<file path="config.mk">
export PLATFORM = sky130hd
export DESIGN_NAME = clk_domain_gen
export DESIGN_NICKNAME = d
export VERILOG_FILES = /design/src/rtl/clk_domain_gen.sv
export SDC_FILE = /design/constraint.sdc
export NUM_CORES = 1
export LEC_CHECK = 0
export BUFFER_PORTS_ARGS = -buffer_cell sky130_fd_sc_hd__buf_2
export CORE_ASPECT_RATIO = 0.75
export CORE_MARGIN = 3
export CORE_UTILIZATION = 45
export DETAILED_ROUTE_END_ITERATION = 7
export PLACE_DENSITY = 0.61
export SLEW_MARGIN = 20
export SYNTH_ARGS = -nofsm -noshare
export SYNTH_HDL_FRONTEND = slang
export SYNTH_SLANG_ARGS = --single-unit
export TNS_END_PERCENT = 100
</file>
<file path="constraint.sdc">
create_clock -name clock -period 5 [get_ports clock]
set_input_delay 0.75 -clock clock [delete_from_list [all_inputs] [get_ports clock]]
set_output_delay 0.75 -clock clock [all_outputs]
set_load 0.005 [all_outputs]
</file>
<file path="src/rtl/clk_domain_gen.sv">
// ---------------------------------------------------------------------------
// clk_domain_gen
//
// Multi-channel programmable clock divider. It replaces the old fixed
// divide-by-4 divider that produced the processor and regfile clocks. The
// single master clock drives NUM_CH independent channels. Each channel has its
// own divide ratio and phase offset, and both can be changed at runtime.
//
// Each channel counts 0 .. div-1. The registered output div_clk[i] is high
// while the counter sits in the upper floor(div/2) states, so odd ratios
// spend the extra cycle low. A new ratio/phase is held as pending and is only
// taken on the channel's own wrap edge. This keeps the output free of
// runt pulses.
//
// Optional feature (macro CLKDIV_RESYNC_EN):
//   Adds input `resync`. A one-cycle pulse realigns every channel to its
//   phase on the next edge, applies pending configs and pulses tick.
//
// Ports:
//   clock      in   master clock, rising edge
//   reset      in   synchronous, active-high reset
//   run        in   1 = count, 0 = halt each channel at its next wrap
//   resync     in   (CLKDIV_RESYNC_EN only) realign all channels to phase
//   cfg_wr     in   strobe: request new div/phase for channel cfg_ch
//   cfg_ch     in   [CH_W]   target channel
//   cfg_div    in   [DIV_W]  requested divide ratio (>= 2)
//   cfg_phase  in   [DIV_W]  requested start count (< cfg_div)
//   cfg_ack    out  one-cycle pulse: at least one pending config applied
//   cfg_err    out  one-cycle pulse: previous cfg_wr rejected
//   div_clk    out  [NUM_CH] registered divided clocks
//   tick       out  [NUM_CH] one-cycle pulse at each period boundary
//   stopped    out  high while every channel is halted
// ---------------------------------------------------------------------------
module clk_domain_gen #(
  parameter int NUM_CH      = 4,
  parameter int DIV_W       = 8,
  parameter int DEFAULT_DIV = 4,
  parameter int CH_W        = 2
) (
  input  logic              clock,
  input  logic              reset,
  input  logic              run,
`ifdef CLKDIV_RESYNC_EN
  input  logic              resync,
`endif
  input  logic              cfg_wr,
  input  logic [CH_W-1:0]   cfg_ch,
  input  logic [DIV_W-1:0]  cfg_div,
  input  logic [DIV_W-1:0]  cfg_phase,
  output logic              cfg_ack,
  output logic              cfg_err,
  output logic [NUM_CH-1:0] div_clk,
  output logic [NUM_CH-1:0] tick,
  output logic              stopped
);

  localparam logic [DIV_W-1:0] ONE     = DIV_W'(1);
  localparam logic [DIV_W-1:0] TWO     = DIV_W'(2);
  localparam logic [DIV_W-1:0] DIV_RST = DIV_W'(DEFAULT_DIV);

  // Active per-channel state
  logic [DIV_W-1:0] cnt_q    [NUM_CH];
  logic [DIV_W-1:0] div_q    [NUM_CH];
  logic [DIV_W-1:0] phase_q  [NUM_CH];
  logic [DIV_W-1:0] pdiv_q   [NUM_CH];
  logic [DIV_W-1:0] pphase_q [NUM_CH];
  logic [NUM_CH-1:0] pend_q;
  logic [NUM_CH-1:0] halted_q;

  // Next-state values
  logic [DIV_W-1:0] cnt_d    [NUM_CH];
  logic [DIV_W-1:0] div_d    [NUM_CH];
  logic [DIV_W-1:0] phase_d  [NUM_CH];
  logic [DIV_W-1:0] pdiv_d   [NUM_CH];
  logic [DIV_W-1:0] pphase_d [NUM_CH];
  logic [NUM_CH-1:0] pend_d;
  logic [NUM_CH-1:0] halted_d;
  logic [NUM_CH-1:0] clk_d;
  logic [NUM_CH-1:0] tick_d;
  logic [NUM_CH-1:0] apply;
  logic [NUM_CH-1:0] wrap;

  logic cfg_ok;
  logic resync_now;

  // The output is high once the count passes the low half. The low half is
  // ceil(div/2) long, so odd ratios are biased low.
  function automatic logic high_phase(input logic [DIV_W-1:0] c,
                                      input logic [DIV_W-1:0] d);
    return c >= (d - (d >> 1));
  endfunction

`ifdef CLKDIV_RESYNC_EN
  assign resync_now = resync;
`else
  assign resync_now = 1'b0;
`endif

  // A request is legal only if the ratio gives at least two states, the
  // phase lies inside the period and the channel exists.
  always_comb begin
    cfg_ok = (cfg_div >= TWO) && (cfg_phase < cfg_div) &&
             (int'(cfg_ch) < NUM_CH);
  end

  // A wrap is the last count of a running channel's period.
  always_comb begin
    for (int i = 0; i < NUM_CH; i++) begin
      wrap[i] = !halted_q[i] && (cnt_q[i] == (div_q[i] - ONE));
    end
  end

  // Per-channel next state. A pending config is taken on a wrap, on any edge
  // while halted, or on resync. The new div/phase then feed the output
  // computed on that same edge. A write arriving on the same edge only
  // refreshes the pending slot, so it waits for the following wrap.
  always_comb begin
    for (int i = 0; i < NUM_CH; i++) begin
      cnt_d[i]    = cnt_q[i];
      div_d[i]    = div_q[i];
      phase_d[i]  = phase_q[i];
      pdiv_d[i]   = pdiv_q[i];
      pphase_d[i] = pphase_q[i];
      pend_d[i]   = pend_q[i];
      halted_d[i] = halted_q[i];
      clk_d[i]    = 1'b0;
      tick_d[i]   = 1'b0;

      apply[i] = pend_q[i] && (resync_now || halted_q[i] || wrap[i]);
      if (apply[i]) begin
        div_d[i]   = pdiv_q[i];
        phase_d[i] = pphase_q[i];
        pend_d[i]  = 1'b0;
      end

      if (resync_now) begin
        // A channel that is halted and still told to stop stays parked at
        // zero. Every other channel restarts from its phase.
        tick_d[i] = 1'b1;
        if (halted_q[i] && !run) begin
          cnt_d[i] = '0;
        end else begin
          halted_d[i] = 1'b0;
          cnt_d[i]    = phase_d[i];
          clk_d[i]    = high_phase(phase_d[i], div_d[i]);
        end
      end else if (halted_q[i]) begin
        if (run) begin
          halted_d[i] = 1'b0;
          cnt_d[i]    = phase_d[i];
          clk_d[i]    = high_phase(phase_d[i], div_d[i]);
        end
      end else if (wrap[i]) begin
        if (!run) begin
          halted_d[i] = 1'b1;
          cnt_d[i]    = '0;
          tick_d[i]   = 1'b1;
        end else begin
          cnt_d[i]  = apply[i] ? phase_d[i] : '0;
          clk_d[i]  = high_phase(cnt_d[i], div_d[i]);
          tick_d[i] = (cnt_d[i] == '0);
        end
      end else begin
        cnt_d[i] = cnt_q[i] + ONE;
        clk_d[i] = high_phase(cnt_d[i], div_q[i]);
      end

      if (cfg_wr && cfg_ok && (cfg_ch == CH_W'(i))) begin
        pend_d[i]   = 1'b1;
        pdiv_d[i]   = cfg_div;
        pphase_d[i] = cfg_phase;
      end
    end
  end

  // Reset discards any pending configuration and returns every channel to
  // the default ratio with no ack.
  always_ff @(posedge clock) begin
    if (reset) begin
      for (int i = 0; i < NUM_CH; i++) begin
        cnt_q[i]    <= '0;
        div_q[i]    <= DIV_RST;
        phase_q[i]  <= '0;
        pdiv_q[i]   <= DIV_RST;
        pphase_q[i] <= '0;
      end
      pend_q   <= '0;
      halted_q <= '0;
      div_clk  <= '0;
      tick     <= '0;
      cfg_ack  <= 1'b0;
      cfg_err  <= 1'b0;
      stopped  <= 1'b0;
    end else begin
      for (int i = 0; i < NUM_CH; i++) begin
        cnt_q[i]    <= cnt_d[i];
        div_q[i]    <= div_d[i];
        phase_q[i]  <= phase_d[i];
        pdiv_q[i]   <= pdiv_d[i];
        pphase_q[i] <= pphase_d[i];
      end
      pend_q   <= pend_d;
      halted_q <= halted_d;
      div_clk  <= clk_d;
      tick     <= tick_d;
      cfg_ack  <= |apply;
      cfg_err  <= cfg_wr && !cfg_ok;
      stopped  <= &halted_d;
    end
  end

endmodule
</file>
Word-level counts from Yosys, hierarchy flattened
Memory sizes are Yosys's and may differ from the RTL's.
Cells that the tools add are included.
{ "classes": {"n_addsub": 16, "n_lt_le_gt_ge": 14, "n_eq_ne": 7, "muxes": 96, "n_bitwise": 24, "reduce_logical": 39} }
{ "op_table": {"columns": ["op", "count"], "rows": [
  ["$mux W8", 56],
  ["$ge A8 B8 Y1", 12],
  ["$sub A8 B7 Y8", 8],
  ["$mux W1", 40],
  ["$add A8 B1 Y8 const B", 4],
  ["$eq A8 B8 Y1", 4],
  ["$logic_not A8 Y1", 4],
  ["$sub A8 B1 Y8 const B", 4],
  ["$or A1 B1 Y1", 20],
  ["$logic_and A1 B1 Y1", 15],
  ["$reduce_or A3 Y1", 4],
  ["$ge A8 B2 Y1 const B", 1],
  ["$lt A8 B8 Y1", 1],
  ["$reduce_bool A2 Y1", 4],
  ["$logic_not A1 Y1", 5],
  ["$eq A2 B2 Y1 const B", 2],
  ["$logic_or A1 B1 Y1", 4],
  ["$not A1 Y1", 4],
  ["$reduce_and A4 Y1", 1],
  ["$reduce_or A4 Y1", 1],
  ["$eq A2 B1 Y1 const B", 1],
  ["$logic_not A2 Y1", 1]
]} }
{ "totals": {"ff_bits": 19, "ramBits": 160, "input_bits": 22, "output_inout_bits": 11, "wordCells": 214, "mem_count": 5} }
{ "mem_list": {"columns": ["memory", "words", "word_bits", "read_ports", "rd_ports_with_merged_regs", "wr", "line", "source"], "rows": [
  ["cnt_q", 4, 8, 4, 0, 4, "62", "logic [DIV_W-1:0] cnt_q [NUM_CH];"],
  ["div_q", 4, 8, 4, 0, 4, "63", "logic [DIV_W-1:0] div_q [NUM_CH];"],
  ["pdiv_q", 4, 8, 4, 0, 4, "65", "logic [DIV_W-1:0] pdiv_q [NUM_CH];"],
  ["phase_q", 4, 8, 4, 0, 4, "64", "logic [DIV_W-1:0] phase_q [NUM_CH];"],
  ["pphase_q", 4, 8, 4, 0, 4, "66", "logic [DIV_W-1:0] pphase_q [NUM_CH];"]
]} }

Longest topological paths before layout
Gate-level depths: netlist of the first run.
An unclocked memory read counts as a cell.
{ "logic_depth": {"word_depth": 12, "ltp_mapped": 25, "mapped_depth_nobuf": 24} }

Worst setup path after synthesis of the first run
OpenSTA, ideal clock, no wires.
{ "synth_path": {"path_type": "register -> register", "start": "memory div_q[0][2]", "end": "register div_clk[0]", "setup_time_ns": 0.145, "arrival_ns": 4.724, "t_required_ns": 4.855, "slack_ns": 0.131, "stages_incl_launch_ff": 26, "n_path_buf": 1, "period_less_slack_ns": 4.869, "path_cell_list": "dfxtp_1 > inv_1 > ha_1 > a21bo_2 > a21oi_1 > o2111ai_1 > o31a_1 > nor2_1 > buf_2 > nor2_1 > a21oi_1 > inv_1 > ha_1 > nor2b_1 > o21ai_0 > nand2_1 > a21o_1 > a21o_1 > a21o_1 > a21oi_1 > xor2_1 > ha_1 > and2_1 > a32oi_1 > a211o_1 > o311ai_0"} }
{ "synth_rtl": {"columns": ["item", "line", "source"], "rows": [
  ["from (decl)", "63", null],
  ["to (signal assigned)", "204", "div_clk <= clk_d;"],
  ["to (decl)", "52", "output logic [NUM_CH-1:0] div_clk,"]
]} }

==> results of run 1 <==
how the worst max path moves through the flow:
stage	startpoint	end	slack [ns]
6_report	div_q[2][2]	div_clk[2]	0.20
5_1_grt	div_q[0][1]	div_clk[0]	-0.04
4_1_cts	div_q[0][2]	div_clk[0]	0.05
3_5_place_dp	div_q[0][2]	div_clk[0]	0.06
3_3_place_gp	div_q[0][1]	div_clk[0]	0.19
2_1_floorplan	div_q[0][2]	div_clk[0]	0.13
synth_stat cells, types with 40 or more instances:
cell | number | share of area
ha_1 | 187 | 0.18
xnor2_1 | 68 | 0.045
clkbuf_1 | 40 | 0.011
a21o_1 | 54 | 0.030
inv_1 | 122 | 0.034
a21oi_1 | 95 | 0.036
nand2b_1 | 106 | 0.050
nand2_1 | 65 | 0.018
nor2_1 | 139 | 0.039
xor2_1 | 47 | 0.031
o21ai_0 | 73 | 0.027
mux2i_1 | 100 | 0.075
dfxtp_1 | 179 | 0.27
per-layer routing:
metal | track usage | up-vias
met5 | 0 | -
met4 | 0.0386 | 0
met3 | 0.0351 | 23
met2 | 0.344 | 262
met1 | 0.333 | 5094
li1 | - | 5509
cell families (layout without fill, tap and decap cells):
family          Yosys count  after routing  share of synthesized area
simple gates            458            458                      0.174
compound gates          333            333                      0.164
fa+ha+maj               196            196                      0.188
flops                   179            179                      0.269
buf+inv                 175            247                     0.0520
xor+xnor                115            115                     0.0755
mux                     103            103                     0.0784
what timing repair did:
| action | 4_1_cts | 5_1_grt |
|---|---|---|
| gates resized for setup | 0 | 28 |
| setup buffers | 0 | 9 |
| endpoints found under the setup margin | 0 | 4 |
worst max-delay path, stage by stage (launching register included):
cell and delay [ns]:
dfxtp_1 0.35, inv_1 0.11, ha_1 0.23, and4b_1 0.24, nor3_2 0.19, o22ai_2 0.15
o41ai_4 0.44, buf_4 0.19, mux2i_2 0.26, ha_1 0.28, nor2b_1 0.13, o21ai_0 0.17
nand2b_1 0.12, a21o_1 0.19, a21o_1 0.21, a21o_1 0.18, a21oi_1 0.17, xor2_1 0.28
ha_1 0.31, a31oi_1 0.15, a21o_1 0.15, a41oi_2 0.15
cell usage in the layout, fill, tap and decap left out, drive strengths merged, types with 11 or more instances in the layout:
| cell | n |
|---|---|
| and2 | 15 |
| mux2i | 101 |
| xnor2 | 68 |
| a21o | 54 |
| and3 | 26 |
| nor2b | 24 |
| nor4 | 11 |
| xor2 | 47 |
| a21oi | 95 |
| nand3 | 35 |
| buf | 93 |
| clkbuf | 18 |
| nand2 | 65 |
| ha | 187 |
| nor3 | 14 |
| nand2b | 106 |
| dfxtp | 179 |
| nor2 | 139 |
| o21ai | 77 |
| o21bai | 17 |
| inv | 129 |
power breakdown:
part	internal (mW)	switching (mW)	total [mW]
logic	0.250	0.326	0.576
registers	1.49	0.0837	1.57
clock network	0.706	0.662	1.37
total	2.44	1.07	3.52
state kept, by name (all words and copies together), names as in the netlist, named ones only:
register  count
div_clk       4
cfg_ack       1
pdiv_q       32
div_q        30
pend_q        4
halted_q      4
stopped       1
cfg_err       1
pphase_q     32
cnt_q        32
phase_q      32
tick          4
metrics by stage:
stage	power, mW	instances
CTS	3.52	2007
global placement	2.15	1975
floorplan	1.97	1559
global route	3.68	2016
finish	3.52	2016
detailed placement	2.16	1975
final cells by class:
class                   count  area share
clock inverters            14     0.00984
repair buffers             93      0.0420
well taps                 385      0.0324
inverters                 122      0.0308
multi-input cells        1205       0.615
flip-flops and latches    179       0.241
clock buffers              18      0.0288
==> flow_summary.toml, run 1 <==
[clocking]
cts_root_buf = "clkbuf_16"
path_clk_slew_ns = 0.08
cts_tree = "yes"
htreeDepth = 4
clock_sinks = 179
holdBufCountCts = 0
clock_path_buffers = 2
numCtsBuffers = 17
insertion_delay_ns = 0.44

[cells_and_area]
drive_above_1_share = 0.0993
nFillCells = 2670
multiInputGateArea_um2 = 9150
n_antenna_cell = 0
regArea_um2 = 3590
utilization = 0.521
area_growth_pct = 11.6
design_area_um2 = 14900
final_nets = 1835

[setup_path]
worstPathMaxFanout = 4
arrival_ns = 5.08
setup.worst_path.class = "flip-flop to flip-flop"
r2r-end = "div_clk[2]"
rr_worst_depth = 21
r2r_setup_slack_ns = 0.20
r2r-start = "div_q[2][2]"
critPathLaunchType = "flip-flop"
worstPathRequired_ns = 5.28
end_kind = "flip-flop"

[route]
wl_met2_mm = 15.3
ant_nets = 0
vias = 10900
wl_met1_mm = 18.1
wirelength_mm = 35.5
detail_route.iter0.violations = 773
wl_per_cell_um = 17.6
vias_per_cell = 5.40
routed.top_layer = "met4"
drc = 0
wl_met3_mm = 1.76
drt_first_pass_iters = 5

[synthesis]
syn_avg_cell_area_um2 = 8.55
synth-async-reset-ratio = 0
synthFlopType = "dfxtp_1"
yosysSeqAreaShare = 0.269
synth_cell_type_count = 69
synth_edf_count = 0
synth.net_count = 1776
yosys_register_bits = 179
syn-instance-count = 1559
ys_warn_count = 0
synth_area_um2 = 13300

[timing]
fin_setup_tns_ns = 0
slew_viol_final = 0
setup_viol = 0
finalWorstSetupSlack_ns = 0.204
clock_skew_ns = 0.0110
rsz0062_at_grt = "true"
timing.fmax_mhz = 209
post-route-period-util = 0.959
worstMarginPinSlew_ns = 1.16
slew_headroom = 0.223
worst_hold_slack_ns = 0.478
hold_violations = 0
layout_min_cycle_time_ns = 4.80

[hold_path]
min_path_cells = 2
whs_endpoint = "pdiv_q[1][7]"
hold_path_class = "flip-flop to flip-flop"
hold_start = "pdiv_q[1][7]"

[floorplan]
die_area_um2 = 31800
start_util = 0.467
row_count = 53
die_h_um = 155
core_um2 = 28600
ioPinCount = 33
fp.dieW_um = 205

[placement]
portBuffers = 32
dpl_cell_area_um2 = 14100
dpl_worst_slack_ns = 0.0649
gp_congestion = 0.891
dp_hpwl_mm = 27.4

[global_routing]
antenna_found_initial = 0
overflow = 0
grt_max_degree = 77
first_global_vias = 10400
grt_pass1_wl_mm = 56.6
grt_usage = 0.223

[power_and_ir_drop]
power_density_nw_per_um2 = 236
ir_drop_mv = 0.168
leakagePower_nw = 7.23

[job]
max-cap-violations = 0

[status]
status = "completed"
(Power assumes the default switching activity.)
==> run 2, diff against run 1 <==
--- a/config.mk
+++ b/config.mk
@@ -5,6 +5,7 @@
 export SDC_FILE = /design/constraint.sdc
 export NUM_CORES = 1
 export LEC_CHECK = 0
+export ABC_AREA = 1
 export BUFFER_PORTS_ARGS = -buffer_cell sky130_fd_sc_hd__buf_2
 export CORE_ASPECT_RATIO = 0.75
 export CORE_MARGIN = 3
==> flow_summary.toml, run 2 <==
[route]
vias = 12200
wl_per_cell_um = 15.4
vias_per_cell = 5.10
detail_route.iter0.violations = 857
drt_first_pass_iters = 5
drc = 0
ant_nets = 0
wirelength_mm = 36.7

[clocking]
clock_path_buffers = 2
insertion_delay_ns = 0.45
cts_root_buf = "clkbuf_16"
clock_sinks = 179
numCtsBuffers = 17
htreeDepth = 4
path_clk_slew_ns = 0.06
cts_tree = "yes"

[timing]
rsz0062_at_grt = "false"
slew_viol_final = 0
timing.fmax_mhz = 221
setup_viol = 0
finalWorstSetupSlack_ns = 0.475
fin_setup_tns_ns = 0
worstMarginPinSlew_ns = 1.11
clock_skew_ns = 0.00776
hold_violations = 0
slew_headroom = 0.262
layout_min_cycle_time_ns = 4.53
post-route-period-util = 0.905

[synthesis]
yosys_register_bits = 179
ys_warn_count = 0
synth-xor-area-share = 0.0455
synth.net_count = 2194
synth_area_um2 = 13800
synthTopCellsByCount = "nand2_1 (394), inv_1 (343), ha_1 (187), dfxtp_1 (179), a21oi_1 (159)"
synthFlopType = "dfxtp_1"
yosysMostFrequentCell = "nand2_1"
syn_avg_cell_area_um2 = 7.00
synth_top_area_frac = 0.259
synth-async-reset-ratio = 0
synth-simple-area-share = 0.212
synth_mux_area_frac = 0
synth_cell_type_count = 43
syn-instance-count = 1977
synth_edf_count = 0
synth_compound_area_frac = 0.179
yosysSeqAreaShare = 0.259
ys_top_cells_by_area = "dfxtp_1 (26%), ha_1 (17%), nand2_1 (11%), inv_1 (9.3%), a21oi_1 (5.7%)"
synth_fa_ha_area_frac = 0.181
synth_top_family_by_area = "simple AND/OR/NAND/NOR gates"
synth_area_leader_cell = "dfxtp_1"

[setup_path]
crit_top_cell = "a21oi_1"
critPathLaunchType = "flip-flop"
worstPathMaxFanout = 25
worstPathRequired_ns = 5.28
setup.worst_path.class = "flip-flop to flip-flop"
slowest_stage = "dfxtp_1"
end_kind = "flip-flop"
arrival_ns = 4.81
slowest_delay_ns = 0.44

[power_and_ir_drop]
power_density_nw_per_um2 = 253
leakagePower_nw = 7.37
ir_drop_mv = 0.250

[global_routing]
antenna_found_initial = 0
first_global_vias = 11400
grt_max_degree = 78
grt_usage = 0.226
grt_pass1_wl_mm = 59.9
overflow = 0

[cells_and_area]
area_growth_pct = 7.42
design_area_um2 = 14900
multiInputGateArea_um2 = 8570
n_antenna_cell = 0
layout_commonest_cell = "nand2_1"
layout_common_cells = "nand2_1 (394), inv_1 (342), ha_1 (187)"
nFillCells = 3043
final_nets = 2205
utilization = 0.502
drive_above_1_share = 0.0975
regArea_um2 = 3580

[placement]
portBuffers = 32
gp_congestion = 0.890
dp_hpwl_mm = 28.6
dpl_worst_slack_ns = 0.383
dpl_cell_area_um2 = 14300

[floorplan]
die_h_um = 158
ioPinCount = 33
row_count = 54
start_util = 0.467
die_area_um2 = 32900
core_um2 = 29700
fp.dieW_um = 209

[status]
status = "completed"

[hold_path]
hold_path_class = "flip-flop to flip-flop"

[job]
max-cap-violations = 0
## run 2: layout make-up
type | instances | area share
clock buffers | 20 | 0.0300
clock inverters | 10 | 0.00749
inverters | 382 | 0.0966
multi-input cells | 1366 | 0.576
flip-flops and latches | 179 | 0.241
well taps | 392 | 0.0330
repair buffers | 42 | 0.0158
## run 2: worst paths after layout
kind	start	end	slack, ns	depth (start not counted)
max reg2reg	div_q[0][1]	div_clk[0]	0.47	27
min reg2reg	pdiv_q[2][5]	pdiv_q[2][5]	0.47	2
max	div_q[0][1]	div_clk[0]	0.47	27
min	pdiv_q[2][5]	pdiv_q[2][5]	0.47	2
## run 2: stage by stage
stage,power (mW),hold slack (ns),instances
floorplan,2.20,0.430,1977
global placement,2.44,0.446,2361
detailed placement,2.45,0.460,2361
CTS,3.78,0.470,2391
global route,3.98,0.484,2391
finish,3.77,0.471,2391
## run 2: logic make-up after synthesis
group	Yosys count
AOI/OAI and AO/OA	421
xor gates and xnor gates	72
and+or+nand+nor	678
DFF	179
buffers and inverters	432
adders and majority gates	195
## run 2: worst max-delay path, delay by kind of cell, from the launching register on
kind | cells | cell delay (ns)
compound gates | 10 | 1.44
xor+xnor | 1 | 0.26
fa+ha+maj | 3 | 0.95
buf+inv | 3 | 0.23
flops | 1 | 0.44
simple gates | 10 | 1.04
## run 2: per-layer routing
| metal | vias to the layer above | routed length [um] | track usage |
|---|---|---|---|
| li1 | 6378 | - | - |
| met1 | 5536 | 19200 | 0.335 |
| met2 | 255 | 15000 | 0.338 |
| met3 | 32 | 1980 | 0.0420 |
| met4 | 0 | 538 | 0.0535 |
| met5 | - | 0 | 0 |
## run 2: what timing repair did
| item | 4_1_cts | 5_1_grt |
|---|---|---|
| setup buffers | 0 | 0 |
| hold buffers | 0 | 0 |
| gates resized for setup | 0 | 4 |
| setup endpoints to repair | 0 | 2 |
## run 2: report_power, final
part,internal (mW),total (mW),switching (mW)
clock,0.740,1.33,0.591
sequential,1.50,1.57,0.0685
combinational,0.315,0.870,0.555
total,2.56,3.77,1.21
